--- config.mk ---
export PLATFORM = sky130hd
export DESIGN_NAME = multicycle_ctrl_flat
export DESIGN_NICKNAME = d
export VERILOG_FILES = /design/src/rtl/multicycle_ctrl_if.sv /design/src/rtl/multicycle_ctrl.sv /design/src/flat_wrapper.sv
export SDC_FILE = /design/constraint.sdc
export NUM_CORES = 1
export LEC_CHECK = 0
export ABC_AREA = 1
export CORE_MARGIN = 2
export CORE_UTILIZATION = 44
export DETAILED_ROUTE_END_ITERATION = 6
export HOLD_SLACK_MARGIN = 0.1
export PLACE_DENSITY = 0.8
export SLEW_MARGIN = 5
export SYNTH_ARGS = -nofsm -noshare
export SYNTH_HDL_FRONTEND = slang
export SYNTH_SLANG_ARGS = --single-unit
--- constraint.sdc ---
create_clock -name CLK -period 1.65 [get_ports CLK]
set_input_delay 0.165 -clock CLK [delete_from_list [all_inputs] [get_ports CLK]]
set_output_delay 0.165 -clock CLK [all_outputs]
set_load 0.005 [all_outputs]
--- src/rtl/multicycle_ctrl_if.sv ---
// Control bundle between the multicycle controller and its datapath/memory.
// master = datapath side (supplies opcode/flags/ready), slave = controller.
interface multicycle_ctrl_if #(
  parameter int OPW  = 4,
  parameter int MMW  = 4,
  parameter int STW  = 4,
  parameter int CNTW = 16
);
  logic [OPW-1:0]  OPCODE;
  logic [MMW-1:0]  MM;
  logic [STW-1:0]  STAT;
  logic            MEM_RDY;
  logic            RF_WE;
  logic [1:0]      ALU_OP;
  logic            WB_SEL;
  logic            RD_SEL;
  logic            PC_SEL;
  logic            PC_WRITE;
  logic            PC_RST;
  logic            BR_SEL;
  logic            MEM_REQ;
  logic            MEM_WE;
  logic            HALTED;
  logic [2:0]      STATE;
  logic [CNTW-1:0] INSTR_CNT;

  modport master (
    output OPCODE, MM, STAT, MEM_RDY,
    input  RF_WE, ALU_OP, WB_SEL, RD_SEL, PC_SEL, PC_WRITE, PC_RST, BR_SEL,
           MEM_REQ, MEM_WE, HALTED, STATE, INSTR_CNT
  );

  modport slave (
    input  OPCODE, MM, STAT, MEM_RDY,
    output RF_WE, ALU_OP, WB_SEL, RD_SEL, PC_SEL, PC_WRITE, PC_RST, BR_SEL,
           MEM_REQ, MEM_WE, HALTED, STATE, INSTR_CNT
  );
endinterface

--- src/rtl/multicycle_ctrl.sv ---
// Multicycle CPU control FSM: 5 cycles per instruction plus MEM stall cycles; outputs are
// combinational from the present state. MEM holds on !MEM_RDY for loads/stores only.
module multicycle_ctrl #(
  parameter int OPW         = 4,
  parameter int MMW         = 4,
  parameter int STW         = 4,
  parameter int CNTW        = 16,
  parameter bit MEM_WAIT_EN = 1'b1
) (
  input logic              CLK,
  input logic              RST_F,
  multicycle_ctrl_if.slave bus
);
  localparam logic [2:0] S_START0    = 3'd0;
  localparam logic [2:0] S_START1    = 3'd1;
  localparam logic [2:0] S_FETCH     = 3'd2;
  localparam logic [2:0] S_DECODE    = 3'd3;
  localparam logic [2:0] S_EXECUTE   = 3'd4;
  localparam logic [2:0] S_MEM       = 3'd5;
  localparam logic [2:0] S_WRITEBACK = 3'd6;
  localparam logic [2:0] S_HALT      = 3'd7;

  localparam logic [OPW-1:0] OP_LOD = OPW'(1);
  localparam logic [OPW-1:0] OP_STR = OPW'(2);
  localparam logic [OPW-1:0] OP_BRA = OPW'(4);
  localparam logic [OPW-1:0] OP_BRR = OPW'(5);
  localparam logic [OPW-1:0] OP_BNE = OPW'(6);
  localparam logic [OPW-1:0] OP_ALU = OPW'(8);
  localparam logic [OPW-1:0] OP_HLT = OPW'(15);

  logic [2:0]      r_state;
  logic [2:0]      w_next;
  logic [CNTW-1:0] r_cnt;
  logic [STW-1:0]  w_mask;
  logic            w_is_mem;
  logic            w_is_alu;
  logic            w_is_brr;
  logic            w_mm_reg;
  logic            w_mm_imm;
  logic            w_taken;

  assign w_mask   = bus.MM[STW-1:0];
  assign w_is_mem = (bus.OPCODE == OP_LOD) || (bus.OPCODE == OP_STR);
  assign w_is_alu = (bus.OPCODE == OP_ALU);
  assign w_is_brr = (bus.OPCODE == OP_BRR);
  assign w_mm_reg = (bus.MM == MMW'(0));
  assign w_mm_imm = (bus.MM == MMW'(8));

  // BNE needs every masked flag clear; BRA/BRR need every masked flag set.
  always_comb begin
    w_taken = 1'b0;
    if (bus.OPCODE == OP_BNE)
      w_taken = ((bus.STAT & w_mask) == '0);
    else if ((bus.OPCODE == OP_BRA) || w_is_brr)
      w_taken = ((bus.STAT & w_mask) == w_mask);
  end

  always_comb begin
    w_next = r_state;
    case (r_state)
      S_START0:    w_next = S_START1;
      S_START1:    w_next = S_FETCH;
      S_FETCH:     w_next = S_DECODE;
      S_DECODE:    w_next = (bus.OPCODE == OP_HLT) ? S_HALT : S_EXECUTE;
      S_EXECUTE:   w_next = S_MEM;
      S_MEM:       w_next = (w_is_mem && MEM_WAIT_EN && !bus.MEM_RDY) ? S_MEM : S_WRITEBACK;
      S_WRITEBACK: w_next = S_FETCH;
      default:     w_next = S_HALT;
    endcase
  end

  always_ff @(posedge CLK or negedge RST_F) begin
    if (!RST_F) begin
      r_state <= S_START0;
      r_cnt   <= '0;
    end else begin
      r_state <= w_next;
      if (r_state == S_WRITEBACK)
        r_cnt <= r_cnt + CNTW'(1);
    end
  end

  always_comb begin
    bus.RF_WE    = 1'b0;
    bus.ALU_OP   = 2'b00;
    bus.WB_SEL   = 1'b0;
    bus.RD_SEL   = 1'b0;
    bus.PC_SEL   = 1'b0;
    bus.PC_WRITE = 1'b0;
    bus.BR_SEL   = 1'b0;
    bus.MEM_REQ  = 1'b0;
    bus.MEM_WE   = 1'b0;
    // Reset drives PC_RST directly so the PC clears even before the state flop settles.
    bus.PC_RST   = !RST_F || (r_state == S_START0) || (r_state == S_START1);
    bus.HALTED   = (r_state == S_HALT);
    bus.STATE    = r_state;
    bus.INSTR_CNT = r_cnt;
    case (r_state)
      S_FETCH: bus.PC_WRITE = 1'b1;
      S_EXECUTE: begin
        bus.BR_SEL = w_is_brr;
        if (w_is_alu)
          bus.ALU_OP = w_mm_reg ? 2'b00 : (w_mm_imm ? 2'b01 : 2'b11);
        else if (w_is_mem || w_is_brr)
          bus.ALU_OP = 2'b10;
        else if ((bus.OPCODE == OP_BRA) || (bus.OPCODE == OP_BNE))
          bus.ALU_OP = 2'b11;
      end
      S_MEM: begin
        bus.BR_SEL  = w_is_brr;
        bus.MEM_REQ = w_is_mem;
        bus.MEM_WE  = (bus.OPCODE == OP_STR);
      end
      S_WRITEBACK: begin
        bus.BR_SEL   = w_is_brr;
        bus.PC_SEL   = w_taken;
        bus.PC_WRITE = w_taken;
        if (w_is_alu) begin
          bus.RF_WE  = 1'b1;
          bus.RD_SEL = w_mm_reg;
        end else if (bus.OPCODE == OP_LOD) begin
          bus.RF_WE  = 1'b1;
          bus.WB_SEL = 1'b1;
          bus.RD_SEL = 1'b1;
        end
      end
      default: ;
    endcase
  end
endmodule

--- src/flat_wrapper.sv ---
// flat-port wrapper written by rule: the top's interface ports become plain ports
module multicycle_ctrl_flat 
#(
  parameter int OPW         = 4,
  parameter int MMW         = 4,
  parameter int STW         = 4,
  parameter int CNTW        = 16,
  parameter bit MEM_WAIT_EN = 1'b1
)
  (CLK, RST_F, bus_OPCODE, bus_MM, bus_STAT, bus_MEM_RDY, bus_RF_WE, bus_ALU_OP, bus_WB_SEL, bus_RD_SEL, bus_PC_SEL, bus_PC_WRITE, bus_PC_RST, bus_BR_SEL, bus_MEM_REQ, bus_MEM_WE, bus_HALTED, bus_STATE, bus_INSTR_CNT);
  multicycle_ctrl_if #(.OPW(OPW), .MMW(MMW), .STW(STW), .CNTW(CNTW)) bus_i ();
  input logic CLK;
  input logic RST_F;
  input wire logic [$bits(bus_i.OPCODE)-1:0] bus_OPCODE;
  input wire logic [$bits(bus_i.MM)-1:0] bus_MM;
  input wire logic [$bits(bus_i.STAT)-1:0] bus_STAT;
  input wire logic [$bits(bus_i.MEM_RDY)-1:0] bus_MEM_RDY;
  output wire logic [$bits(bus_i.RF_WE)-1:0] bus_RF_WE;
  output wire logic [$bits(bus_i.ALU_OP)-1:0] bus_ALU_OP;
  output wire logic [$bits(bus_i.WB_SEL)-1:0] bus_WB_SEL;
  output wire logic [$bits(bus_i.RD_SEL)-1:0] bus_RD_SEL;
  output wire logic [$bits(bus_i.PC_SEL)-1:0] bus_PC_SEL;
  output wire logic [$bits(bus_i.PC_WRITE)-1:0] bus_PC_WRITE;
  output wire logic [$bits(bus_i.PC_RST)-1:0] bus_PC_RST;
  output wire logic [$bits(bus_i.BR_SEL)-1:0] bus_BR_SEL;
  output wire logic [$bits(bus_i.MEM_REQ)-1:0] bus_MEM_REQ;
  output wire logic [$bits(bus_i.MEM_WE)-1:0] bus_MEM_WE;
  output wire logic [$bits(bus_i.HALTED)-1:0] bus_HALTED;
  output wire logic [$bits(bus_i.STATE)-1:0] bus_STATE;
  output wire logic [$bits(bus_i.INSTR_CNT)-1:0] bus_INSTR_CNT;
  assign bus_i.OPCODE = bus_OPCODE;
  assign bus_i.MM = bus_MM;
  assign bus_i.STAT = bus_STAT;
  assign bus_i.MEM_RDY = bus_MEM_RDY;
  assign bus_RF_WE = bus_i.RF_WE;
  assign bus_ALU_OP = bus_i.ALU_OP;
  assign bus_WB_SEL = bus_i.WB_SEL;
  assign bus_RD_SEL = bus_i.RD_SEL;
  assign bus_PC_SEL = bus_i.PC_SEL;
  assign bus_PC_WRITE = bus_i.PC_WRITE;
  assign bus_PC_RST = bus_i.PC_RST;
  assign bus_BR_SEL = bus_i.BR_SEL;
  assign bus_MEM_REQ = bus_i.MEM_REQ;
  assign bus_MEM_WE = bus_i.MEM_WE;
  assign bus_HALTED = bus_i.HALTED;
  assign bus_STATE = bus_i.STATE;
  assign bus_INSTR_CNT = bus_i.INSTR_CNT;
  multicycle_ctrl #(.OPW(OPW), .MMW(MMW), .STW(STW), .CNTW(CNTW), .MEM_WAIT_EN(MEM_WAIT_EN)) u_core (.CLK(CLK), .RST_F(RST_F), .bus(bus_i));
endmodule
==> Word level (Yosys, flattened, before mapping) <==
Cells that the tools add are included.
{ "word_totals": {"ff_bits": 19, "inputBits": 15, "output_inout_bits": 31, "elab_cells": 57} }
{ "classes": {"addsub": 1, "eq_ne": 16, "mux": 23, "bitwise": 1, "reduce_logical": 14} }
{ "ops": {"columns": ["op", "count"], "rows": [
  ["3-bit case mux with 6 select lines", 1],
  ["16-bit by 1-bit adder with 16-bit output (second input constant)", 1],
  ["2-bit two-way mux", 8],
  ["1-bit two-way mux", 13],
  ["3-bit equality test (second input constant)", 4],
  ["4-bit by 3-bit equality test with 1-bit output (second input constant)", 3],
  ["4-bit equality test (second input constant)", 3],
  ["4-bit logical NOT", 2],
  ["3-bit by 2-bit equality test with 1-bit output (second input constant)", 2],
  ["1-bit logical OR", 6],
  ["4-bit bitwise AND", 1],
  ["4-bit by 1-bit equality test with 1-bit output (second input constant)", 1],
  ["4-bit by 2-bit equality test with 1-bit output (second input constant)", 1],
  ["4-bit equality test", 1],
  ["3-bit by 1-bit equality test with 1-bit output (second input constant)", 1],
  ["3-bit logical NOT", 1],
  ["3-bit OR reduction", 1],
  ["1-bit logical NOT", 2],
  ["1-bit case mux with 2 select lines", 1],
  ["2-bit OR reduction", 1],
  ["1-bit logical AND", 1]
]} }

==> Logic depth before layout (Yosys ltp) <==
Gate-level depths: netlist (run 1).
{ "depth": {"depth_word": 6, "mapped_depth": 8, "mapped_depth_nobuf": 8} }

==> Least setup slack after synthesis (run 1) <==
No wires, ideal clock.
{ "synth_path": {"kind": "flip-flop to flip-flop", "startpoint": "reg u_core.r_cnt[0] (netlist: u_core.bus.INSTR_CNT[0])", "endpoint": "reg u_core.r_cnt[10] (netlist: u_core.bus.INSTR_CNT[10])", "setup_time_ns": 0.118, "arrival_time_ns": 1.094, "required_time_ns": 1.532, "path_slack_ns": 0.437, "path_stages_with_launch": 7, "path_buffers": 0, "period_less_slack_ns": 1.213, "path_cell_list": "dfrtp_1 ha_1 nand3_1 nor2_4 nand2_1 xor2_1 inv_1"} }
{ "synth_via": {"elab_chain_cells": 1} }
{ "synth_rtl": {"columns": ["element", "line", "text"], "rows": [
  ["from (decl)", "multicycle_ctrl.sv:33", "logic [CNTW-1:0] r_cnt;"],
  ["from (signal assigned)", "multicycle_ctrl.sv:79", "r_cnt <= r_cnt + CNTW'(1);"],
  ["16-bit by 1-bit adder with 16-bit output", "multicycle_ctrl.sv:79", null]
]} }
Every way passes these cells.
A chain may end at the register's enable or synchronous reset.

==> Worst setup path in the final report (run 1) <==
{ "layout_path": {"startpoint": "reg u_core.r_state[1] (netlist: u_core.bus.STATE[1])", "endpoint": "out bus_WB_SEL"} }
{ "layout_via": {"elab_chain_cells": 2} }
{ "layout_rtl": {"columns": ["element", "line", "text"], "rows": [
  ["from (decl)", "multicycle_ctrl.sv:31", "logic [2:0] r_state;"],
  ["from (signal assigned)", "multicycle_ctrl.sv:77", "r_state <= w_next;"],
  ["3-bit equality test", "multicycle_ctrl.sv:98", "case (r_state)"],
  ["1-bit two-way mux", "multicycle_ctrl.sv:98", null],
  ["to (decl)", "flat_wrapper.sv:20", "output wire logic [$bits(bus_i.WB_SEL)-1:0] bus_WB_SEL;"]
]} }
Every way passes these cells.

==> results.sh, run 1 <==
export IMPL_maxSlewHeadroom_pct=81.8
export IMPL_period_needed_ns=1.60
export IMPL_yosysWarningCount=0
export IMPL_yosys_cell_count_top_type="nand2_1"
export IMPL_cts_sinks=19
export IMPL_synth_area_leader_cell="dfrtp_1"
export IMPL_tritoncts="built"
export IMPL_numPortBuffers=45
export IMPL_critical_path_required_ns=1.48
export IMPL_timing_critical_path_arrival_ns=1.43
export IMPL_postSynthAreaPerCell_um2=7.34
export IMPL_row_count=19
export IMPL_clockBufferDepth=2
export IMPL_cts_clk_slew_worst_paths_ns=0.11
export IMPL_vdd_ir_drop_max_mv=1.01
export IMPL_io_pins=46
export IMPL_fin_crit_sh_pct=96.7
export IMPL_grt_pass1_vias=1338
export IMPL_hold_viol_final=0
export IMPL_cp_startpoint="u_core.bus.STATE[1]"
export IMPL_status="finished, final reports clean"
export IMPL_wl_per_cell_um=13.1
export IMPL_area_growth_synth_to_final_pct=57.9
export IMPL_async_reset_ff_share_pct=100
export IMPL_maximum_fanout_encountered_on_the_critical_timing_path=3
export IMPL_via_count_of_the_routed_design=1371
export IMPL_die_width_um=56.6
export IMPL_route_detailed_drc=0
export IMPL_syn_instance_count=166
export IMPL_mappedNetlistNets=182
export IMPL_viasPerCell=5.08
export IMPL_drv_cap=0
export IMPL_crit_type="reg -> out"
export IMPL_critPathCaptureType="primary output"
export IMPL_dp_cells=256
export IMPL_initialDrtViolationCount=73
export IMPL_timing_rr_start="u_core.bus.STATE[1]"
export IMPL_core_area_um2=2690
export IMPL_final_net_count=256
export IMPL_detailedPlacementHpwl_mm=2.59
export IMPL_worst_r2r_endpoint="u_core.bus.INSTR_CNT[14]"
export IMPL_fmax_mhz=627
export IMPL_numCtsBuffers=3
export IMPL_power_density_nw_per_um2=1040
export IMPL_die_h_um=56.6
export IMPL_totalWireLength_mm=3.53
export IMPL_synth_cell_type_count=26
export IMPL_finalMaxSlewViolations=0
export IMPL_postPlaceCellArea_um2=1810
export IMPL_power_leakage_nw=0.990
export IMPL_grt_setup_unrepaired="true"
export IMPL_h_tree_depth=1
export IMPL_effective_utilization_at_floorplan_pct=45.4
export IMPL_grt_first_pass_wirelength_mm=6.05
export IMPL_grt_usage_pct=23.7
export IMPL_post_synth_most_frequent_cells="nand2_1 (44), nor2_1 (26), inv_1 (21)"
export IMPL_gr_total_overflow=0
export IMPL_dominantRegCellSynth="dfrtp_1"
export IMPL_number_of_synthesized_flops_with_an_enable_pin=0
export IMPL_cts_root_buf="clkbuf_4"
export IMPL_post_layout_nonfiller_instances=270
export IMPL_min_delay_path_class="in -> async"
export IMPL_post_cts_hold_buffer_count=0
export IMPL_grt_antenna_before_repair=0
export IMPL_globalplace_congestion=0.911
export IMPL_finalClockSkew_ns=0.000734
export IMPL_worst_slew_pin_tran_ns=0.273
export IMPL_mappedNetlistArea_um2=1220
export IMPL_floorplan_die_area_um2=3210
export IMPL_netlist_top_cells_area="dfrtp_1 (39%), nand2_1 (14%), nor2_1 (8.0%), inv_1 (6.5%), nand3_1 (5.3%)"
export IMPL_antenna_violating_nets_post_route=0
export IMPL_clk_insertion_delay_late_ns=0.29
export IMPL_worst_r2r_path_depth=10
export IMPL_r2r_setup_slack_ns=0.11
export IMPL_finalSetupViolCount=0
export IMPL_antenna_cells=0
export IMPL_yosysSeqAreaShare_pct=39.0
export IMPL_largest_net_degree_at_the_start_of_global_routing=20
export IMPL_post_route_cell_area_um2=1920
export IMPL_synth_seq_cells=19
export IMPL_firstDrtPassIters=4
export IMPL_synth_top_cell_area_share_pct=39.0
export IMPL_layout_drive_gt1_share_pct=24.7
export IMPL_startpoint_type="flip-flop"
-- critical path, stage by stage (launching register included) --
cell and delay (ns):
dfrtp_1 0.38, buf_6 0.12, buf_6 0.10, nand3_4 0.08, buf_4 0.15, nor2_1 0.09, clkdlybuf4s15_1 0.21
-- what timing repair did --
item / 4_1_cts / 5_1_grt
pin swaps: 5 / 4
resized for setup: 38 / 21
setup endpoints to repair: 12 / 7
buffers inserted: 8 / 2
-- final cells by class --
cell class / instances / area [um2]
fill: 234 / 762
multi-input combinational: 125 / 701
timing repair buffer: 69 / 596
sequential: 19 / 477
inverter: 22 / 85.1
tap: 31 / 38.8
clock buffer: 3 / 22.5
clock inverter: 1 / 5.00
-- sequential cells by signal, indices dropped and copies added (netlist names), named ones only --
register	flops
u_core.bus.INSTR_CNT	16
u_core.bus.STATE	2
-- cells in the final DEF (no fill, tap or decap), types with 5 or more instances in the layout --
| cell type | Yosys | layout |
|---|---|---|
| nand2_1 | 44 | 43 |
| clkdlybuf4s50_1 | 0 | 26 |
| nor2_1 | 26 | 21 |
| buf_4 | 0 | 21 |
| dfrtp_1 | 19 | 18 |
| inv_1 | 21 | 16 |
| nand3_1 | 13 | 13 |
| dlygate4sd2_1 | 0 | 9 |
| xnor2_1 | 7 | 7 |
| nor2_2 | 2 | 6 |
| inv_2 | 1 | 5 |
| xor2_1 | 5 | 5 |
| clkbuf_2 | 0 | 5 |
-- logic make-up (layout without fill, tap and decap cells) --
family                   Yosys count  count (layout)  share of synthesized area [%]
AND/OR/NAND/NOR                  102             102                           40.0
flip-flops                        19              19                           39.0
adder cells (fa/ha/maj)            1               1                           1.03
XOR/XNOR                          12              12                           8.62
buffers and inverters             22              95                           6.78
AO/OA/AOI/OAI                     10              10                           4.52
-- routing by layer --
metal | share of wire, % | global-route usage [%]
met5 | 0 | 0
met4 | 0.60 | 6.46
met3 | 4.9 | 3.23
met2 | 51 | 42.0
met1 | 43 | 30.0
-- power by group --
group	switching, W	total [W]	internal [W]
clock network	0.000146	0.000236	0.0000903
logic	0.000514	0.00110	0.000591
registers	0.000102	0.000657	0.000555
-- worst max-delay path by stage --
stage,end,depth (start not counted)
final,bus_WB_SEL,6
after CTS,bus_MEM_WE,7
after global placement,bus_RD_SEL,6
after global routing,u_core.bus.INSTR_CNT[14],10
after floorplan,u_core.bus.INSTR_CNT[10],6
after detailed placement,bus_RD_SEL,6
-- per-stage QoR --
stage / setup TNS, ns / utilization, % / power, W / worst slack [ns] / hold slack (ns)
2_1_floorplan: 0 / - / 0.00102 / 0.437 / -0.131
3_5_place_dp: -2.55 / 67.5 / 0.00153 / -0.336 / 0.505
6_report: 0 / 71.6 / 0.00200 / 0.0546 / 0.249
5_1_grt: -0.101 / 71.6 / 0.00213 / -0.0455 / 0.263
3_3_place_gp: -1.72 / 67.5 / 0.00150 / -0.225 / 0.486
4_1_cts: -0.000619 / 70.8 / 0.00189 / -0.000619 / 0.227
No activity file was read; power rests on OpenSTA's default activity.
==> inputs of run 2 (changes only) <==
--- a/config.mk
+++ b/config.mk
@@ -6,8 +6,10 @@
 export NUM_CORES = 1
 export LEC_CHECK = 0
 export ABC_AREA = 1
+export CORE_ASPECT_RATIO = 0.8
 export CORE_MARGIN = 2
 export CORE_UTILIZATION = 44
+export CTS_CLUSTER_SIZE = 12
 export DETAILED_ROUTE_END_ITERATION = 6
 export HOLD_SLACK_MARGIN = 0.1
 export PLACE_DENSITY = 0.8
==> results.sh, run 2 (synthesized netlist as in run 1, its figures left out) <==
export IMPL_worst_r2r_path_depth=10
export IMPL_gr_total_overflow=0
export IMPL_slowest_stage="dfrtp_2"
export IMPL_totalWireLength_mm=3.86
export IMPL_grt_antenna_before_repair=0
export IMPL_max_ffs_per_register=16
export IMPL_wl_per_cell_um=13.8
export IMPL_initialDrtViolationCount=82
export IMPL_mostFrequentLayoutCell="nand2_1"
export IMPL_maxSlewHeadroom_pct=78.5
export IMPL_layout_cells_most_common_list="nand2_1 (44), clkdlybuf4s50_1 (26), nor2_1 (20), buf_4 (20), dfrtp_1 (18)"
export IMPL_layout_drive_gt1_share_pct=26.0
export IMPL_fmax_mhz=612
export IMPL_route_detailed_drc=0
export IMPL_place_worst_setup_slack_ns=-0.318
export IMPL_largest_net_degree_at_the_start_of_global_routing=20
export IMPL_finalSetupViolCount=0
export IMPL_worst_hold_check_slack_ns=0.232
export IMPL_post_cts_hold_buffer_count=0
export IMPL_fin_ws_ns=0.0152
export IMPL_clk_insertion_delay_late_ns=0.30
export IMPL_fillerInstances=215
export IMPL_clockBufferDepth=2
export IMPL_finalMaxSlewViolations=0
export IMPL_vdd_ir_drop_max_mv=0.781
export IMPL_drv_cap=0
export IMPL_cts_sinks=19
export IMPL_timing_critical_path_arrival_ns=1.88
export IMPL_min_delay_path_class="in -> async"
export IMPL_critical_path_most_common_cell="buf_6"
export IMPL_period_needed_ns=1.63
export IMPL_io_pins=46
export IMPL_status="finished, final reports clean"
export IMPL_timing_critical_path_slowest_cell_delay_ns=0.43
export IMPL_maximum_fanout_encountered_on_the_critical_timing_path=6
export IMPL_power_density_nw_per_um2=1010
export IMPL_viasPerCell=5.03
export IMPL_r2r_setup_slack_ns=0.02
export IMPL_effective_utilization_at_floorplan_pct=45.1
export IMPL_crit_type="reg -> reg"
export IMPL_die_h_um=51.1
export IMPL_cts_clk_slew_worst_paths_ns=0.10
export IMPL_final_setup_tns_ns=0
export IMPL_row_count=17
export IMPL_h_tree_depth=1
export IMPL_critPathCaptureType="flip-flop"
export IMPL_detailedPlacementHpwl_mm=2.63
export IMPL_core_area_um2=2700
export IMPL_floorplan_die_area_um2=3210
export IMPL_area_growth_synth_to_final_pct=64.3
export IMPL_crit_chain="buf_6 > buf_6 > nand3_4 > buf_4 > buf_6 > nor2_8 > nand3_4 > nor2_1 > nand2_1 > nand2_1"
export IMPL_worst_r2r_endpoint="u_core.bus.INSTR_CNT[15]"
export IMPL_finalClockSkew_ns=0.00429
export IMPL_firstDrtPassIters=4
export IMPL_final_net_count=259
export IMPL_globalplace_congestion=0.786
export IMPL_power_leakage_nw=1.04
export IMPL_cts_root_buf="clkbuf_4"
export IMPL_die_width_um=62.8
export IMPL_worst_slew_pin_tran_ns=0.322
export IMPL_antenna_violating_nets_post_route=0
export IMPL_hold_viol_final=0
export IMPL_fin_crit_sh_pct=99.1
export IMPL_startpoint_type="flip-flop"
export IMPL_grt_first_pass_wirelength_mm=6.16
export IMPL_via_count_of_the_routed_design=1407
export IMPL_critical_path_required_ns=1.90
export IMPL_antenna_cells=0
export IMPL_numCtsBuffers=3
export IMPL_numPortBuffers=45
export IMPL_grt_pass1_vias=1313
export IMPL_tritoncts="built"
export IMPL_grt_usage_pct=25.2
export IMPL_grt_setup_unrepaired="true"
==> run 2: report_power, final <==
| group | total, W | leakage, nW | internal (W) | switching (W) |
|---|---|---|---|---|
| clock network | 0.000237 | 0.0150 | 0.0000945 | 0.000142 |
| registers | 0.000663 | 0.251 | 0.000555 | 0.000108 |
| logic | 0.00112 | 0.771 | 0.000619 | 0.000498 |
| total | 0.00202 | 1.04 | 0.00127 | 0.000748 |
==> run 2: what timing repair did <==
action / 4_1_cts / 5_1_grt
buffers inserted: 12 / 2
endpoints found under the setup margin: 13 / 10
gates resized for setup: 34 / 28
pin swaps: 8 / 7
==> run 2: how the worst max path moves through the flow <==
stage	from	end	slack (ns)
2_1_floorplan	u_core.bus.INSTR_CNT[0]	u_core.bus.INSTR_CNT[10]	0.44
3_3_place_gp	bus_OPCODE[0]	bus_ALU_OP[0]	-0.23
3_5_place_dp	bus_OPCODE[3]	bus_RD_SEL	-0.32
4_1_cts	flip-flop	bus_PC_SEL	-0.01
5_1_grt	u_core.bus.STATE[1]	u_core.bus.INSTR_CNT[15]	-0.05
6_report	flip-flop	u_core.bus.INSTR_CNT[15]	0.02
==> run 2: worst max-delay path, delay by kind of cell (launching register included) <==
kind / cells / cell delay [ns]
and+or+nand+nor: 6 / 0.64
buffers and inverters: 4 / 0.49
DFF: 1 / 0.43
==> run 2: per-stage QoR <==
step                      utilization [%]  cells  instance area (um2)  total power (W)
after global routing                 74.1    280                 2000          0.00215
after global placement               67.2    262                 1810          0.00150
final                                74.1    280                 2000          0.00202
after detailed placement             67.2    262                 1810          0.00153
after CTS                            72.3    278                 1950          0.00192
after floorplan                         -    166                 1220          0.00102
==> run 2: cell type report <==
type	count	area (um2)	share of cell area [%]
clock buffers	4	26.3	1.31
inverters	22	82.6	4.13
multi-input cells	125	726	36.3
flip-flops and latches	19	477	23.8
well taps	38	47.5	2.38
repair buffers	72	643	32.1
==> run 2: layer usage <==
layer / up-vias / wire (um) / share of wire [%] / track usage, %
met2: 62 / 1910 / 50 / 44.3
li1: 682 / - / - / -
met3: 7 / 252 / 6.5 / 5.51
met5: - / 0 / 0 / 0
met4: 0 / 77 / 2.0 / 10.4
met1: 656 / 1610 / 42 / 30.4
